`src/rtl/add_word_sequencer.sv`:
```
// Multi-word adder sequencer: feeds an external 32-bit combinational adder one word per
// cycle (LSW first), chains carries, and returns the full-width sum over valid/ready.
//   state | meaning
//   IDLE  | ready for a new operand set
//   CALC  | one operand word per cycle through the adder
//   DONE  | result held on the output port until accepted
module add_word_sequencer #(
  parameter int WORDS = 2
) (
  input  logic                  clk_i,
  input  logic                  rst_ni,
  input  logic                  in_valid_i,
  output logic                  in_ready_o,
  input  logic [32*WORDS-1:0]   in_a_i,
  input  logic [32*WORDS-1:0]   in_b_i,
  input  logic                  in_cin_i,
  output logic [31:0]           add_a_o,
  output logic [31:0]           add_b_o,
  output logic                  add_cin_o,
  input  logic [31:0]           add_sum_i,
  input  logic                  add_cout_i,
  output logic                  out_valid_o,
  input  logic                  out_ready_i,
  output logic [32*WORDS-1:0]   out_sum_o,
  output logic                  out_cout_o
);

  localparam int W  = 32 * WORDS;
  localparam int IW = (WORDS > 1) ? $clog2(WORDS) : 1;

  typedef enum logic [1:0] {IDLE, CALC, DONE} state_e;

  state_e          state_q, state_d;
  logic [W-1:0]    a_q, a_d, b_q, b_d;
  logic            cin_q, cin_d;
  logic [IW-1:0]   idx_q, idx_d;
  logic            carry_q, carry_d;
  logic [W-1:0]    acc_q, acc_d;
  logic [W-1:0]    out_sum_q, out_sum_d;
  logic            out_cout_q, out_cout_d;

  always_ff @(posedge clk_i or negedge rst_ni) begin
    if (!rst_ni) begin
      state_q <= IDLE;
    end else begin
      state_q <= state_d;
    end
  end

  always_ff @(posedge clk_i or negedge rst_ni) begin
    if (!rst_ni) begin
      a_q        <= '0;
      b_q        <= '0;
      cin_q      <= 1'b0;
      idx_q      <= '0;
      carry_q    <= 1'b0;
      acc_q      <= '0;
      out_sum_q  <= '0;
      out_cout_q <= 1'b0;
    end else begin
      a_q        <= a_d;
      b_q        <= b_d;
      cin_q      <= cin_d;
      idx_q      <= idx_d;
      carry_q    <= carry_d;
      acc_q      <= acc_d;
      out_sum_q  <= out_sum_d;
      out_cout_q <= out_cout_d;
    end
  end

  always_comb begin
    state_d    = state_q;
    a_d        = a_q;
    b_d        = b_q;
    cin_d      = cin_q;
    idx_d      = idx_q;
    carry_d    = carry_q;
    acc_d      = acc_q;
    out_sum_d  = out_sum_q;
    out_cout_d = out_cout_q;
    case (state_q)
      IDLE: begin
        if (in_valid_i) begin
          a_d     = in_a_i;
          b_d     = in_b_i;
          cin_d   = in_cin_i;
          idx_d   = '0;
          acc_d   = '0;
          state_d = CALC;
        end
      end
      CALC: begin
        acc_d[32*int'(idx_q) +: 32] = add_sum_i;
        carry_d = add_cout_i;
        if (idx_q == IW'(WORDS - 1)) begin
          // Output registers load only here so out_* stay frozen outside DONE entry.
          out_sum_d  = acc_d;
          out_cout_d = add_cout_i;
          state_d    = DONE;
        end else begin
          idx_d = idx_q + IW'(1);
        end
      end
      DONE: begin
        if (out_ready_i) state_d = IDLE;
      end
      default: state_d = IDLE;
    endcase
  end

  always_comb begin
    in_ready_o  = (state_q == IDLE);
    out_valid_o = (state_q == DONE);
    out_sum_o   = out_sum_q;
    out_cout_o  = out_cout_q;
    add_a_o     = '0;
    add_b_o     = '0;
    add_cin_o   = 1'b0;
    if (state_q == CALC) begin
      add_a_o   = a_q[32*int'(idx_q) +: 32];
      add_b_o   = b_q[32*int'(idx_q) +: 32];
      add_cin_o = (idx_q == '0) ? cin_q : carry_q;
    end
  end

endmodule
```
`config.mk`:
```
export PLATFORM = sky130hd
export DESIGN_NAME = add_word_sequencer
export DESIGN_NICKNAME = d
export VERILOG_FILES = /design/src/rtl/add_word_sequencer.sv
export SDC_FILE = /design/constraint.sdc
export NUM_CORES = 1
export LEC_CHECK = 0
export ABC_AREA = 0
export BUFFER_PORTS_ARGS = -buffer_cell sky130_fd_sc_hd__buf_2
export CORE_ASPECT_RATIO = 1.1
export CORE_MARGIN = 1.5
export CORE_UTILIZATION = 40
export DETAILED_ROUTE_END_ITERATION = 8
export GPL_ROUTABILITY_DRIVEN = 0
export PLACE_DENSITY = 0.66
export SYNTH_ARGS = -nofsm -noshare
export SYNTH_HDL_FRONTEND = slang
export SYNTH_SLANG_ARGS = --single-unit
export TNS_END_PERCENT = 5
```
`constraint.sdc`:
```
create_clock -name clk_i -period 1.4 [get_ports clk_i]
set_clock_uncertainty 0.05 [all_clocks]
set_input_delay 0.28 -clock clk_i [delete_from_list [all_inputs] [get_ports clk_i]]
set_output_delay 0.28 -clock clk_i [all_outputs]
set_load 0.01 [all_outputs]
```
==> flow_summary.toml <==
[outcome]
status = "finished with violations"
failed_checks = "setup timing"

[power_and_ir_drop]
pwr-share-comb_pct = 47.8
intPower_w = 0.0226
power.density_nw_per_um2 = 2340
leakagePower_nw = 7.21
clkPwrFrac_pct = 18.0
p_switching_w = 0.0129
peakVddDrop_mv = 1.23
seqPwrFrac_pct = 34.1
p_sw_share_pct = 36.3

[logic_synthesis]
synth_top_area_share_pct = 57.4
ys_types = 22
syn-cell-area_um2 = 10000
synth.avg_cell_area_um2 = 13.8
synthFlopType = "dfrtp_1"
synth_warnings = 0
yosys.area.top_type = "dfrtp_1"
async_reset_ff_share_pct = 100
synth_nets = 895
synth_area_leaders = "dfrtp_1 (57%), mux2_1 (12%), mux2i_1 (6.5%), mux2_2 (5.2%), a221o_1 (3.2%)"
synth-seq-cells = 230
synth_edf_count = 0
postSynthCellCount = 729
ys_seq_area_share_pct = 57.4

[sta]
fin_tns_setup_ps = -89490
max_slew_margin_pct = 78.3
setup_ws_ps = -701
rsz0062_at_grt = "yes"
slew_violations = 0
hold_viol = 0
tightest_slew_ps = 325
max_freq_mhz = 476
period_minus_slack_ps = 2100
finalSetupViolCount = 294
fin_crit_sh_pct = 150

[worst_setup_path]
path_max_fanout = 8
start_kind = "flop"
cp-startpoint = "idx_q"
required_ps = 1070
endpoint_kind = "primary output"
worstPathArrival_ps = 1770
critPathKind = "reg -> out"
rr_startpoint = "idx_q"

[detailed_routing]
ant_nets = 0
post_drt_wl_per_cell_um = 18.4
drtIter0Drc = 291
drt_pass1_iterations = 5
finalWirelength_um = 27800
drc_errors = 0
route.vias.total = 7660
viasPerCell = 5.08

[final_layout]
fillers = 1868
layout_common_cells = "buf_2 (279), dfrtp_1 (227), dlygate4sd3_1 (132)"
drive_gt1_share_pct = 45.9
layout_commonest_cell = "buf_2"
area_growth_syn_to_layout_pct = 50.8
fin_util_pct = 61.6
layout.nets = 1343

[die]
pin_count = 298
core_area_um2 = 24500
die_w_um = 154
die_area_um2 = 26000
initial_core_util_pct = 40.9
die_y_um = 169
rows = 60

[global_route]
grt-ovfl-total = 0
track_usage_pct = 20.8
grt_max_degree = 62
grt_pass1_wl_um = 43300
grt_pass1_vias = 8053
antenna_found_initial = 3

[clock_network]
clock_tree.buffer_depth = 3
path_clk_slew_ps = 60
numCtsBuffers = 25
cts_root_buffer = "clkbuf_16"
insertion_delay_ps = 510
clock-sinks = 230
cts_tree = "done"
htreeDepth = 1

[hold_path]
hold_class = "in -> reg"
hp-start = "add_sum_i[30]"

[run]
max_cap_viol_count = 0

[place]
port_buffers = 297
detailed_place_hpwl_um = 18000
==> per-stage QoR <==
step | instance area, µm² | hold slack [ps] | power (W) | worst slack (ps) | std cells
5_1_grt | 15100 | 152 | 0.0374 | -757 | 1508
2_1_floorplan | 10600 | -65.6 | 0.0227 | -57.4 | 729
4_1_cts | 14900 | 119 | 0.0349 | -749 | 1503
3_3_place_gp | 12600 | 88.7 | 0.0272 | -240 | 1323
3_5_place_dp | 12600 | 91.8 | 0.0276 | -249 | 1323
6_report | 15100 | 136 | 0.0354 | -701 | 1508
==> worst paths after layout <==
path | to | slack, ps | depth (start not counted)
max | add_b_o[31] | -700 | 5
min | acc_q[30] | 140 | 3
max reg2reg | out_sum_o[8] | -410 | 5
min reg2reg | b_q[7] | 430 | 1
max in group asynchronous | idx_q | 510 | 3
min in group asynchronous | b_q[49] | 160 | 2
==> kinds of logic (layout without fill, tap and decap cells) <==
logic type	Yosys count	after routing	synth area share, %
other cells	0	3	0
compound gates	68	68	6.66
buf+inv	66	532	3.94
simple gates	137	137	6.97
mux	228	228	25.0
flops	230	230	57.4
==> cell usage after synthesis, types with 10 or more instances <==
cell / count
buf_2: 37
and3_1: 32
a221o_1: 32
mux2_2: 46
a32o_1: 32
buf_6: 11
nor2b_1: 35
clkbuf_1: 10
mux2_1: 110
mux2i_1: 65
dfrtp_1: 230
nor2_1: 66
==> sequential cells by signal (all words and copies together), names as in the netlist <==
signal      cells
a_q            64
acc_q          32
b_q            64
carry_q         1
cin_q           1
idx_q           1
out_cout_o      1
out_sum_o      64
state_q         2
==> routing by layer <==
metal / share of wire (%) / wire [µm] / global-route usage [%]
met1: 41 / 11400 / 26.0
met2: 51 / 14200 / 36.3
met3: 5.1 / 1420 / 3.46
met4: 2.9 / 799 / 7.39
met5: 0 / 0 / 0
==> power by group through the flow <==
stage | combinational, W | clock [W] | sequential, W
floorplan | 0.0108 | 0 | 0.0119
global placement | 0.0152 | 0 | 0.0120
detailed placement | 0.0154 | 0 | 0.0121
CTS | 0.0163 | 0.00655 | 0.0121
global route | 0.0181 | 0.00683 | 0.0125
finish | 0.0170 | 0.00639 | 0.0121
==> worst max-delay path: stages (launching register included) <==
cell	delay (ps)
dfrtp_4	490
buf_6	160
clkbuf_16	180
mux2i_1	210
nor2_1	80
buf_2	140
==> layout make-up <==
type / count / area (µm²) / share of cell area, %
Multi-Input combinational cell: 433 / 4520 / 29.9
Clock inverter: 9 / 70.1 / 0.463
Inverter: 2 / 7.51 / 0.0496
Antenna cell: 3 / 7.51 / 0.0496
Timing Repair Buffer: 485 / 3640 / 24.1
Tap cell: 310 / 388 / 2.56
Clock buffer: 36 / 727 / 4.80
Sequential cell: 230 / 5760 / 38.1
==> repair_timing <==
| action | in CTS | in global routing |
|---|---|---|
| endpoints found under the setup margin | 299 | 318 |
| endpoints found under the hold margin | 361 | 0 |
| cloned | 1 | 1 |
| hold buffers | 132 | 0 |
| resized for setup | 26 | 30 |
| setup buffers | 2 | 2 |
| pin swaps | 1 | 1 |
No activity file was read; power rests on OpenSTA's default activity.
